===== config.mk =====
export PLATFORM = sky130hd
export DESIGN_NAME = rx_fastshift_ctrl
export DESIGN_NICKNAME = d
export VERILOG_FILES = /design/src/rtl/rx_fastshift_ctrl.sv
export SDC_FILE = /design/constraint.sdc
export NUM_CORES = 1
export LEC_CHECK = 0
export ABC_AREA = 1
export BUFFER_PORTS_ARGS = -buffer_cell sky130_fd_sc_hd__buf_4
export CORE_UTILIZATION = 39
export CTS_CLUSTER_SIZE = 20
export DETAILED_ROUTE_END_ITERATION = 8
export PLACE_DENSITY = 0.61
export SLEW_MARGIN = 20
export SYNTH_ARGS = -nofsm -noshare
export SYNTH_HDL_FRONTEND = slang
export SYNTH_SLANG_ARGS = --single-unit

===== constraint.sdc =====
create_clock -name clock -period 3 [get_ports clock]
set_input_delay 0.3 -clock clock [delete_from_list [all_inputs] [get_ports clock]]
set_output_delay 0.3 -clock clock [all_outputs]
set_load 0.02 [all_outputs]

===== src/rtl/rx_fastshift_ctrl.sv =====
// rx_fastshift_ctrl
// Fast-shift sequencer for the receive shift register.  When the MAC FSM
// reports the end of a short data field, this block strobes the shift
// register enough times to left-align the received bytes and zero-fill the
// unused byte positions.  It then pulses done for one cycle.
//
// The strobe runs at half the clock rate (high, low, high, low...).  setzero
// stays low from the first strobe through the done cycle.  This matters
// because the shift register performs its final delayed shift one cycle
// after the last strobe, and that shift must also load a zero.

module rx_fastshift_ctrl #(
    parameter int SHIFTS_PER_BYTE = 8,
    parameter int MAX_BYTES       = 8
) (
    input  logic       clock,
    input  logic       reset,
    input  logic       start_i,
    input  logic [3:0] dlc_i,
    input  logic       rtr_i,
    input  logic       abort_i,
    output logic       directshift_o,
    output logic       setzero_o,
    output logic       busy_o,
    output logic       done_o
);

    typedef enum logic [1:0] {
        IDLE,
        SHIFT_HI,
        SHIFT_LO,
        DONE
    } state_t;

    state_t     state_q, state_d;
    logic [6:0] count_q, count_d;
    logic       directshift_q, directshift_d;
    logic       setzero_q, setzero_d;
    logic       busy_q, busy_d;
    logic       done_q, done_d;

    logic [3:0] dlcClip;
    int         effBytes;
    int         shiftTotal;
    logic [6:0] shiftLoad;

    // Number of missing-byte shifts for the frame being accepted.
    // Remote frames carry no data.  DLC codes above 8 still mean 8 bytes.
    always_comb begin
        dlcClip = (dlc_i > 4'd8) ? 4'd8 : dlc_i;
        if (rtr_i) begin
            effBytes = 0;
        end else if (int'(dlcClip) > MAX_BYTES) begin
            effBytes = MAX_BYTES;
        end else begin
            effBytes = int'(dlcClip);
        end
        shiftTotal = (MAX_BYTES - effBytes) * SHIFTS_PER_BYTE;
        shiftLoad  = 7'(shiftTotal);
    end

    // Next-state logic.
    // abort cancels the sequence from any state and has priority over start.
    // The counter only decrements while it is nonzero, so it cannot wrap.
    always_comb begin
        state_d = state_q;
        count_d = count_q;
        if (abort_i) begin
            state_d = IDLE;
            count_d = 7'd0;
        end else begin
            unique case (state_q)
                IDLE: begin
                    if (start_i) begin
                        count_d = shiftLoad;
                        state_d = (shiftLoad == 7'd0) ? DONE : SHIFT_HI;
                    end
                end
                SHIFT_HI: begin
                    if (count_q != 7'd0) begin
                        count_d = count_q - 7'd1;
                    end
                    state_d = SHIFT_LO;
                end
                SHIFT_LO: begin
                    state_d = (count_q == 7'd0) ? DONE : SHIFT_HI;
                end
                DONE: begin
                    state_d = IDLE;
                end
                default: begin
                    state_d = IDLE;
                end
            endcase
        end
    end

    // Output decode from the upcoming state.
    // Registering these values makes each output a pure function of the
    // current state.
    always_comb begin
        directshift_d = (state_d == SHIFT_HI);
        setzero_d     = (state_d == IDLE);
        busy_d        = (state_d != IDLE);
        done_d        = (state_d == DONE);
    end

    // State, counter and output registers.
    // The reset is synchronous and active-low.
    always_ff @(posedge clock) begin
        if (!reset) begin
            state_q       <= IDLE;
            count_q       <= 7'd0;
            directshift_q <= 1'b0;
            setzero_q     <= 1'b1;
            busy_q        <= 1'b0;
            done_q        <= 1'b0;
        end else begin
            state_q       <= state_d;
            count_q       <= count_d;
            directshift_q <= directshift_d;
            setzero_q     <= setzero_d;
            busy_q        <= busy_d;
            done_q        <= done_d;
        end
    end

    assign directshift_o = directshift_q;
    assign setzero_o     = setzero_q;
    assign busy_o        = busy_q;
    assign done_o        = done_q;

endmodule


Word level (Yosys, flattened, before mapping):

Cells that the tools add are included.

* bitwise logic cells: 1
* reduce and logical (&&, ||, !) cells: 9
* add/sub/neg operators: 2
* mux-type cells: 11
* equal/unequal tests: 7
* $lt $le $gt $ge: 2

Operators with widths (number)
* logical NOT 7 bit: 2
* two-way mux 7 bit: 2
* case mux 7 bit (2 select lines): 1
* two-way mux 4 bit: 3
* greater-than comparator 4 bit, second input constant: 2
* two-way mux 2 bit: 4
* case mux 2 bit (4 select lines): 1
* nonzero test 7 bit: 1
* subtractor 7 x 1 -> 7 bit, second input constant: 1
* == test 2 bit, second input constant: 3
* == test 2 x 1 -> 1 bit, second input constant: 2
* logical NOT 2 bit: 2
* != test 2 bit, second input constant: 2
* nonzero test 2 bit: 2
* subtractor 4 bit, first input constant: 1
* AND reduction 3 bit: 1
* OR reduction 2 bit: 1
* inverter 1 bit: 1

* output and inout bits: 4
* flip-flop bits (word level): 13
* input bits: 9
* word-level logic and storage cells: 38

Longest topological paths before layout:

* depth after elaboration: 12
* gate-level depth with buffers: 11
* gate-level depth less buffers: 11

Least setup slack after synthesis:

OpenSTA, ideal clock, no wires.

* path kind: register to register
* from: register count_q[0]
* to: register setzero_q (netlist: setzero_o)
* arrival time: 1.198 ns
* path buffers: 0
* required time: 2.888 ns
* period minus slack after synthesis: 1.310 ns
* cell stages (with the launch flop): 10
* slack: 1.690 ns
* library setup time: 0.112 ns
* cell sequence: dfxtp_1 -> inv_1 -> ha_1 -> inv_1 -> nor2_1 -> nand4_1 -> a21oi_1 -> nand2_1 -> nand2_1 -> nand2_1

* longest elaborated chain between the ends: 5

RTL lines
* start, declared: RTL line 36 `logic [6:0] count_q, count_d;`
* start signal, assigned: RTL line 120 `count_q <= count_d;`
* logical NOT 7 bit: RTL line 86 `state_d = (count_q == 7'd0) ? DONE : SHIFT_HI;`
* two-way mux 2 bit: RTL line 86
* case mux 2 bit (4 select lines): RTL line 72 `unique case (state_q)`
* two-way mux 2 bit: RTL line 68 `if (abort_i) begin`
* logical NOT 2 bit: RTL line 103 `setzero_d = (state_d == IDLE);`
* end signal, assigned: RTL line 122 `setzero_q <= setzero_d;`
* end, declared: RTL line 38 `logic setzero_q, setzero_d;`

Every way passes these cells.
A chain may end at the register's enable or synchronous reset.

Worst setup path in the final report:

Ends and elaborated chain as after synthesis.

==> summary.txt <==
Status -> finished clean
Complex-gate fraction of the synthesized area -> 0.08251
Initial Utilization -> 0.4253
Avg Inst Size Synth -> 6.651 um2
Critical path buffers and inverters -> 2
Endpoints failing setup -> 0
CP Capture Type -> flip-flop
Slew HR -> 0.6824
Dpl ws -> 1.559 ns
First-pass GRT wire length -> 2566 um
Largest net degree at the start of global routing -> 9
Clock slew at reported path FFs -> 0.08 ns
Clk_skew -> 0.006653 ns
Adder-Cell Fraction of Synth Area -> 0.04950
Nets -> 143
Post-route setup slack -> 1.522 ns
Post-cts sizing count -> 0
GRT Total Usage -> 0.1734
Post-Route WL -> 1617 um
DRC violations left -> 0
Fin cells -> 155
Crit path max-delay family -> simple AND/OR/NAND/NOR gates
Area grow syn2layout -> 19.47%
Least-Margin Pin Slew -> 0.4746 ns
Largest area contributor in the netlist -> dfxtp_1
Layout cells sized above 1 -> 0.1692
Critical Path AT -> 1.65 ns
Core Util, Final -> 0.5081
Synth Area in XOR/XNOR -> 0.01155
Syn_nets -> 126
First-pass DRT Iterations -> 4
Met1 Use GR -> 0.2363
Clock latency on the worst-skew pair -> 0.28 ns
Library cells used by synthesis -> 18
Crit path max fanout -> 7
Most Frequent Cell on Critical Path -> nand2_1
Met3 usage -> 0.04706
Minimum clock period -> 1.478 ns
Chip Width -> 46.09 um
Initial drt markers -> 23
Simple logic cell fraction of the synthesized area -> 0.4125
RSZ-0062 raised after global routing -> false
Register area share after synthesis -> 0.3432
Vias/cell -> 4.910
Fin. max-slew vios -> 0
Setup Buffers After CTS -> 0
Routed len/inst -> 10.43 um
Rows -> 15
Diode count -> 0
Die Y -> 46.09 um
Most frequent cell after synthesis -> nand2_1
Tcrit/Tclk final -> 0.4926
Yosys warning total -> 0
Hold_buf cts -> 0
CP max stage delay -> 0.32 ns
Critical path class -> flip-flop to flip-flop
Max Cap Viol -> 0
Cells after Synth -> 114
Top post-synthesis cells by area -> dfxtp_1, nand2_1, nand3_1
Most used DFF post-synth -> dfxtp_1
Global Route met2 Usage -> 0.2563
Asr flop ratio synth -> 0
Vias -> 761
Critical Path RT -> 3.17 ns
Leak pwr -> 0.4682 nW
Gr busiest metal -> met2
Initial antenna violation count -> 0
Fin Setup TNS -> 0 ns
Setup slack, reg-to-reg -> 1.52 ns
Hold Crit Class -> input pin to flip-flop
Routability-driven placement congestion ratio -> 0.7702
CTS tree -> yes
I/O Buffers -> 12
Hold Violations, Final -> 0
Main combinational cell family by area after synthesis -> simple AND/OR/NAND/NOR gates
IO Pins -> 13
CTS Root Cell -> clkbuf_4
GR Overflow Total -> 0
Cts bufs inserted -> 3
Top cells by count, synth -> nand2_1, inv_1, nand3_1
H-tree Lvls -> 1
Slowest CP cell -> dfxtp_1
DP HPWL -> 1223 um
Post-synth top area share -> 0.3432
Antenna Nets Post-Route -> 0
Worst-path cell chain -> inv_1 > ha_1 > inv_1 > nor2_1 > nand4_1 > a21oi_1 > nand2_1 > nand2_1 > nand2_1
Sink Count -> 13
Full die area -> 0.002124 mm2
Core Box Area -> 0.001783 mm2
#FFs+latches synth -> 13
Pwr/cell area -> 430.1 mW/mm2
Placed cell count -> 151
Multiplexer share of the synthesized area -> 0
Max clock buf depth -> 2
Peak VDD IR -> 0.2500 mV
Post-synthesis cell area -> 758.2 um2
Post-synth EDFFs -> 0
Highest Clock Rate -> 676.7 MHz
Number of global-route vias before repair -> 583
Worst setup SP type -> flip-flop
[state kept, by name, indices dropped and copies added (netlist names)]
register / cells
busy_o: 1
count_q: 7
directshift_o: 1
done_o: 1
setzero_o: 1
state_q: 2
[per-stage QoR]
step / hold WS [ns] / power (mW) / cell area [um2]
after CTS: 0.1913 / 0.3951 / 905.9
after floorplan: 0.3688 / 0.2558 / 758.2
after detailed placement: 0.4916 / 0.2829 / 879.6
after global routing: 0.1988 / 0.4150 / 905.9
after global placement: 0.4899 / 0.2831 / 879.6
final: 0.2069 / 0.3896 / 905.9
[cells in the final DEF (no fill, tap or decap), drive strengths merged]
master,n
a21oi,6
buf,12
clkbuf,4
clkinv,1
dfxtp,13
ha,3
inv,18
nand2,26
nand3,18
nand4,3
nor2,18
o211ai,1
o21ai,5
or2,1
xor2,1
[per-layer routing]
metal,part of all wire,wire length (um)
met5,0,0
met4,0.012,20
met3,0.052,84
met2,0.43,695
met1,0.50,816
[final timing paths]
kind | startpoint | endpoint | depth (start not counted)
max | count_q[0] | setzero_o | 9
min | reset | setzero_o | 2
max reg2reg | count_q[0] | setzero_o | 9
min reg2reg | count_q[0] | count_q[0] | 2
[cell families (layout without fill, tap and decap cells)]
group	after synthesis	after routing
AO/OA/AOI/OAI	12	12
XOR/XNOR	1	1
adder cells (fa/ha/maj)	3	3
buffers and inverters	19	35
flip-flops	13	13
AND/OR/NAND/NOR	66	66
[cell type report]
| type | instances | area, um2 |
|---|---|---|
| Clock buffer | 4 | 26.28 |
| Fill cell | 182 | 877.1 |
| Inverter | 19 | 76.32 |
| Multi-Input combinational cell | 82 | 421.7 |
| Sequential cell | 13 | 260.3 |
| Tap cell | 25 | 31.28 |
| Timing Repair Buffer | 12 | 90.09 |
[report_power, final]
group	internal, mW	switching, mW	total [mW]
combinational	0.0375	0.0555	0.0929
sequential	0.181	0.00620	0.187
clock	0.0515	0.0580	0.110
No activity file was read; power rests on OpenSTA's default activity.
